===== config.mk =====
export PLATFORM = sky130hd
export DESIGN_NAME = mem_slot_arbiter
export DESIGN_NICKNAME = d
export VERILOG_FILES = /design/src/rtl/arb_pkg.sv /design/src/rtl/slot_timer.sv /design/src/rtl/mem_slot_arbiter.sv
export SDC_FILE = /design/constraint.sdc
export NUM_CORES = 1
export LEC_CHECK = 0
export ABC_AREA = 1
export CAP_MARGIN = 0
export CORE_AREA = 2 2 39 41
export DETAILED_ROUTE_END_ITERATION = 10
export DIE_AREA = 0 0 41 43
export DONT_BUFFER_PORTS = 1
export GPL_TIMING_DRIVEN = 1
export MAX_ROUTING_LAYER = met4
export SYNTH_ARGS = -nofsm -noshare
export SYNTH_HDL_FRONTEND = slang
export SYNTH_HIERARCHICAL = 1
export SYNTH_SLANG_ARGS = --single-unit

===== constraint.sdc =====
create_clock -name clk16_i -period 1.05 [get_ports clk16_i]
set_input_delay 0.105 -clock clk16_i [delete_from_list [all_inputs] [get_ports clk16_i]]
set_output_delay 0.105 -clock clk16_i [all_outputs]
set_load 0.02 [all_outputs]

===== src/rtl/arb_pkg.sv =====
// Shared timing constants and phase encoding for the 16-slot memory arbiter frame.
// The optional Pi-steal behaviour (ARB_PI_STEAL_EN) lives in mem_slot_arbiter; nothing here depends on it.
package arb_pkg;

    typedef enum logic [1:0] {
        PHASE_PI   = 2'd0,
        PHASE_VRAM = 2'd1,
        PHASE_VROM = 2'd2,
        PHASE_CPU  = 2'd3
    } phase_e;

    localparam int SLOTS_PER_FRAME = 16;
    localparam int SLOT_W          = $clog2(SLOTS_PER_FRAME);

    localparam logic [1:0] STROBE_FIRST = 2'd1;
    localparam logic [1:0] STROBE_LAST  = 2'd2;
    localparam logic [1:0] PHASE_END    = 2'd3;

    localparam logic [SLOT_W-1:0] CPU_SAMPLE_SLOT = SLOT_W'(11);
    localparam logic [SLOT_W-1:0] PI_SAMPLE_SLOT  = SLOT_W'(15);
    localparam logic [SLOT_W-1:0] LAST_SLOT       = SLOT_W'(SLOTS_PER_FRAME - 1);

    function automatic logic in_strobe_window(input logic [1:0] sub);
        return (sub >= STROBE_FIRST) && (sub <= STROBE_LAST);
    endfunction

endpackage


===== src/rtl/slot_timer.sv =====
// Free-running slot counter for the 1 MHz frame plus the phase and strobe-window decode.
module slot_timer
    import arb_pkg::*;
(
    input  logic              clk16,
    input  logic              rst_n,
    output logic [SLOT_W-1:0] slot,
    output logic [1:0]        phase,
    output logic              strobe_win,
    output logic              phase_end
);

    // NOTE: state is updated with non-blocking assignments only, and the reset
    // branch is asynchronous so the counter drops to 0 the moment rst_n falls.
    always_ff @(posedge clk16 or negedge rst_n) begin
        if (!rst_n) begin
            slot <= '0;
        end else if (slot == LAST_SLOT) begin
            slot <= '0;
        end else begin
            slot <= slot + SLOT_W'(1);
        end
    end

    assign phase      = slot[SLOT_W-1 -: 2];
    assign strobe_win = in_strobe_window(slot[1:0]);
    assign phase_end  = (slot[1:0] == PHASE_END);

endmodule


===== src/rtl/mem_slot_arbiter.sv =====
// Time-slot bus arbiter: Pi / video RAM / character ROM / CPU phases in a fixed 16-cycle frame.
// Optional macro ARB_PI_STEAL_EN lets a pending Pi request take a CPU phase the CPU gave up.
module mem_slot_arbiter
    import arb_pkg::*;
(
    input  logic       clk16_i,
    input  logic       reset_n_i,
    input  logic       cpu_en_i,
    input  logic       pi_req_i,
    output logic       pi_select_o,
    output logic       pi_strobe_o,
    output logic       video_select_o,
    output logic       video_ram_strobe_o,
    output logic       video_rom_strobe_o,
    output logic       cpu_select_o,
    output logic       cpu_strobe_o,
    output logic       pi_done_o,
    output logic [3:0] slot_o
);

    logic [SLOT_W-1:0] slot;
    logic [1:0]        phase_raw;
    phase_e            phase;
    logic              strobe_win;
    logic              phase_end;

    logic pi_pend;
    logic cpu_grant;
`ifdef ARB_PI_STEAL_EN
    logic pi_steal;
`endif

    slot_timer u_slot_timer (
        .clk16      (clk16_i),
        .rst_n      (reset_n_i),
        .slot       (slot),
        .phase      (phase_raw),
        .strobe_win (strobe_win),
        .phase_end  (phase_end)
    );

    assign phase  = phase_e'(phase_raw);
    assign slot_o = slot;

    // Grants are sampled once per frame so a mid-phase input change never
    // produces a truncated or partial phase.
    always_ff @(posedge clk16_i or negedge reset_n_i) begin
        if (!reset_n_i) begin
            pi_pend   <= 1'b0;
            cpu_grant <= 1'b0;
        end else begin
            if (slot == PI_SAMPLE_SLOT) begin
                pi_pend <= pi_req_i;
            end else if (phase == PHASE_PI && phase_end) begin
                pi_pend <= 1'b0;
            end
            if (slot == CPU_SAMPLE_SLOT) begin
                cpu_grant <= cpu_en_i;
            end
        end
    end

`ifdef ARB_PI_STEAL_EN
    // A halted CPU's phase goes to the Pi; its done pulse lands on slot 15,
    // the same edge that samples the request for the next PI phase.
    always_ff @(posedge clk16_i or negedge reset_n_i) begin
        if (!reset_n_i) begin
            pi_steal <= 1'b0;
        end else if (slot == CPU_SAMPLE_SLOT) begin
            pi_steal <= !cpu_en_i && pi_req_i;
        end else if (slot == PI_SAMPLE_SLOT) begin
            pi_steal <= 1'b0;
        end
    end
`endif

    // NOTE: every output gets a default before the case, so no path through
    // this block can leave a signal unassigned and infer a latch.
    always_comb begin
        pi_select_o        = 1'b0;
        pi_strobe_o        = 1'b0;
        pi_done_o          = 1'b0;
        video_select_o     = 1'b0;
        video_ram_strobe_o = 1'b0;
        video_rom_strobe_o = 1'b0;
        cpu_select_o       = 1'b0;
        cpu_strobe_o       = 1'b0;
        unique case (phase)
            PHASE_PI: begin
                if (pi_pend) begin
                    pi_select_o = 1'b1;
                    pi_strobe_o = strobe_win;
                    pi_done_o   = phase_end;
                end
            end
            PHASE_VRAM: begin
                video_select_o     = 1'b1;
                video_ram_strobe_o = strobe_win;
            end
            PHASE_VROM: begin
                video_select_o     = 1'b1;
                video_rom_strobe_o = strobe_win;
            end
            PHASE_CPU: begin
                if (cpu_grant) begin
                    cpu_select_o = 1'b1;
                    cpu_strobe_o = strobe_win;
                end
`ifdef ARB_PI_STEAL_EN
                else if (pi_steal) begin
                    pi_select_o = 1'b1;
                    pi_strobe_o = strobe_win;
                    pi_done_o   = phase_end;
                end
`endif
            end
            default: ;
        endcase
    end

endmodule


# ---- Word-level counts from Yosys, hierarchy flattened
# Cells that the tools add are included.
dict set report word_totals {
  in_bits 4
  regBits 6
  wordCells 33
}
dict set report op_classes {
  magnitude_cmp 2
  mux 16
  eq_ne 6
  addsub 1
  reduce_logical 5
}
# cell count
set ops {}
lappend ops {{$mux 1} 15}
lappend ops {{$eq 4x4->1 const B} 2}
lappend ops {{$eq 2x2->1 const B} 3}
lappend ops {{$add 4x1->4 const B} 1}
lappend ops {{$mux 4} 1}
lappend ops {{$eq 2x1->1 const B} 1}
lappend ops {{$ge 2x1->1 const B} 1}
lappend ops {{$le 2x2->1 const B} 1}
lappend ops {{$logic_and 1x1->1} 2}
lappend ops {{$logic_not 2->1} 1}
lappend ops {{$reduce_bool 2->1} 1}
lappend ops {{$reduce_or 2->1} 1}

# ---- Depth between registers and ports, before layout
dict set report logic_depth {
  word_depth 4
  mapped_depth 7
  mapped_depth_nobuf 7
}

# ---- Modules after synthesis
# The synthesis kept the hierarchy.
# module n_inst area_per_inst_um2 cells_each
set modules_own_cells {}
lappend modules_own_cells {mem_slot_arbiter 1 221.5 37}
lappend modules_own_cells {slot_timer 1 175.2 16}

# ---- Worst setup path after synthesis
# No wires, ideal clock.
dict set report synth_timing {
  path_kind {flip-flop to output port}
  from {register u_slot_timer.slot[0]}
  to {output cpu_strobe_o}
  arrival_ns 1.196
  path_buffers 0
  path_slack_ns -0.251
  path_stages_with_launch 4
  path_cell_list {dfrtp_1 > ha_1 > inv_1 > nor2_1}
}
dict set report synth_via {
  elab_chain_len 4
  elab_cells_between_ends 5
}
# item line
set synth_lines {}
lappend synth_lines {{start: declaration} slot_timer.sv:7} ;# output logic [SLOT_W-1:0] slot,
lappend synth_lines {{start signal: assignment} slot_timer.sv:21} ;# slot <= slot + SLOT_W'(1);
lappend synth_lines {{$ge 2x1->1 / $le 2x2->1 (equally long branches)} arb_pkg.sv:24} ;# return (sub >= STROBE_FIRST) && (sub <= STROBE_LAST);
lappend synth_lines {{$logic_and 1x1->1 *} arb_pkg.sv:24}
lappend synth_lines {{named net strobe_win} mem_slot_arbiter.sv:24} ;# logic strobe_win;
lappend synth_lines {{$mux 1 *} mem_slot_arbiter.sv:105} ;# if (cpu_grant) begin
lappend synth_lines {{$mux 1 *} mem_slot_arbiter.sv:88} ;# unique case (phase)
lappend synth_lines {{end: declaration} mem_slot_arbiter.sv:16} ;# output logic cpu_strobe_o,
# The timed path passes the listed nets; every way through them passes the cells marked *.

# ---- Worst setup path after layout
dict set report layout_timing {
  from {register u_slot_timer.slot[0]}
  to {output pi_strobe_o}
}
dict set report layout_via {
  elab_chain_len 4
  elab_cells_between_ends 5
}
# item line
set layout_lines {}
lappend layout_lines {{$ge 2x1->1 / $le 2x2->1 (equally long branches)} arb_pkg.sv:24}
lappend layout_lines {{$logic_and 1x1->1 *} arb_pkg.sv:24}
lappend layout_lines {{named net strobe_win} mem_slot_arbiter.sv:24}
lappend layout_lines {{$mux 1 *} mem_slot_arbiter.sv:90} ;# if (pi_pend) begin
lappend layout_lines {{$mux 1 *} mem_slot_arbiter.sv:88}
lappend layout_lines {{end: declaration} mem_slot_arbiter.sv:11} ;# output logic pi_strobe_o,
# Marks and branches as above.

==> run metrics <==
status=finished with violations; failing checks=setup timing; PwrDens=738 nW/um2; Tcrit/Tclk final=123%; top post-synthesis cells by area=dfrtp_1 38%, ha_1 16%, nand2_1 13%; Avg WL per Cell=11.8 um; Worst setup EP type=primary output; Rows=14; Die ar.=1760 um2; H-tree Lvls=1; final setup violation count=13; CTS Buf Count=3; CTS Buffer Depth=2; RSZ-0062 raised after global routing=yes; share of the synthesized area in the top cell type=37.9%; layout cells sized above 1=65.2%; final core occ=50.6%; synthesized area per cell=7.48 um2; CP endpoint=pi_strobe_o; die height=43 um; Antenna Nets Post-Route=0; final worst slack=-242 ps; Placer Congestion=0.762; later-pin clock latency in the skew report=250 ps; final hold violations=0; setup TNS=-1780 ps; IO Pins=16; first drt pass iteration count=4; Root Buffer=clkbuf_4; Crit path required time=940 ps; syn_nets=62; Synth Instances=53; critical-path maximum fanout=4; Max Fclk=774 MHz; Buffers on Ports=0; DP Cell Count=74; peak supply drop=0.000349 V; Startpoint Class=register; Reg clk slew, reported paths=50 ps; Via density=4.28; Final min period=1290 ps; Pleak=0.000331 uW; clock sinks=6; sequential-to-total area share from yosys stat=37.9%; initial antenna violation count=0; Core Region=1380 um2; Synth area leader=dfrtp_1; largest net degree at the start of global routing=9; Layout area overhead=76.7%; DRC=0; vias in the first global route=341; CTS tree=built; crit path DAT=1190 ps; GRT Util Overall=13.7%; r2r startpoint=u_slot_timer/slot[2]; Tightest Pin Transition=302 ps; hold slack=51.1 ps; Via Count=364; Initial Util=28.7%; FF-to-FF setup slack=-40 ps; Setup crit start=u_slot_timer/slot[0]; #FFs+latches synth=6; initial DRC count=5; Critical R2R Capture=cpu_grant; Clock Skew=3.40 ps; Layout Nets=79; Syn. warnings=6; Die Width=41 um; Slew Limit Fails=0; first-pass GRT wire length=1.48 mm; Slew HR=79.8%; Detailed Route WL=1.00 mm; Netlist cell types=13; R2R cell count=6; final non-filler cell total=85; min-delay worst type=in2reg; mapped cell area=397 um2; grt ovf=0; Max-Cap Viols=0; n_diodes=0; CP Class=reg2out; DP Wirelength=645 um
cell usage after synthesis:
cell      count
o21bai_1      1
dfrtp_1       6
buf_4         2
ha_1          5
nor2_1        5
nand2_1      14
nand2_2       1
o21ai_1       1
o21ai_0       1
nand3_1       2
nand4_1       1
inv_1        13
xor2_1        1
layout make-up:
| type | instances | area, um2 |
|---|---|---|
| clock buffer | 4 | 26.3 |
| fill | 137 | 683 |
| inverter | 13 | 56.3 |
| multi-input combinational | 32 | 293 |
| sequential | 6 | 154 |
| tap | 16 | 20.0 |
| timing repair buffer | 14 | 151 |
power breakdown:
group | total, uW | internal (uW) | switching, uW
clock | 244 | 145 | 99.2
sequential | 240 | 235 | 4.98
combinational | 32.8 | 13.0 | 19.8
placed cells by master, fill, tap and decap left out:
cell and count:
nand2_1 7, buf_6 7, inv_2 6, nand2_2 5, inv_1 4, nand2_4 3
nor2_4 3, inv_4 3, ha_4 3, clkbuf_4 3, dfrtp_1 3, buf_4 3
dfrtp_2 3, o21ai_2 2, nor2_1 2, dlygate4sd3_1 2, buf_8 2, nand3_1 2
ha_1 1, ha_2 1, clkbuf_1 1, o21bai_1 1, xor2_2 1, nand4_1 1
worst max-delay path, cell delays in order (launching register included):
cell and delay (ps):
dfrtp_2 430, ha_4 300, inv_4 50, nor2_4 160
metrics by stage:
stage          area (um2)  worst slack (ps)  total power (uW)
4_1_cts               627              -243               520
3_5_place_dp          488             -18.0               259
2_1_floorplan         430             -14.4               258
5_1_grt               701              -273               533
3_3_place_gp          488              20.8               259
6_report              701              -242               517
cells by family after synthesis:
family,Yosys count,synth area share [%]
xor gates and xnor gates,1,2.21
buffers and inverters,15,16.1
and+or+nand+nor,23,23.7
DFF,6,37.9
adders and majority gates,5,15.8
AOI/OAI and AO/OA,3,4.41
worst min-delay path by stage:
stage	slack (ps)	end	startpoint	cells past startpoint
after floorplan	-190	cpu_grant	reset_n_i	0
after global placement	-190	cpu_grant	reset_n_i	0
after detailed placement	-190	u_slot_timer/slot[0]	reset_n_i	0
after CTS	40	pi_pend	pi_req_i	4
after global routing	90	pi_pend	pi_req_i	4
final	50	pi_pend	pi_req_i	4
what timing repair did:
item | CTS | global route
endpoints found under the hold margin | 7 | 0
hold buffers | 2 | 0
pin swaps | 5 | 7
setup buffers | 2 | 3
setup endpoints to repair | 12 | 15
resized for setup | 23 | 17
registers in the layout, indices dropped and copies added, names as in the netlist:
name,count
u_slot_timer/slot,4
pi_pend,1
cpu_grant,1
per-layer routing:
layer / vias up / track usage (%) / share of wire [%]
li1: 187 / - / -
met1: 162 / 15.2 / 42
met2: 13 / 20.0 / 52
met3: 2 / 3.66 / 5.5
met4: 0 / 10.0 / 0.40
met5: - / - / 0
No activity file was read; power rests on OpenSTA's default activity.
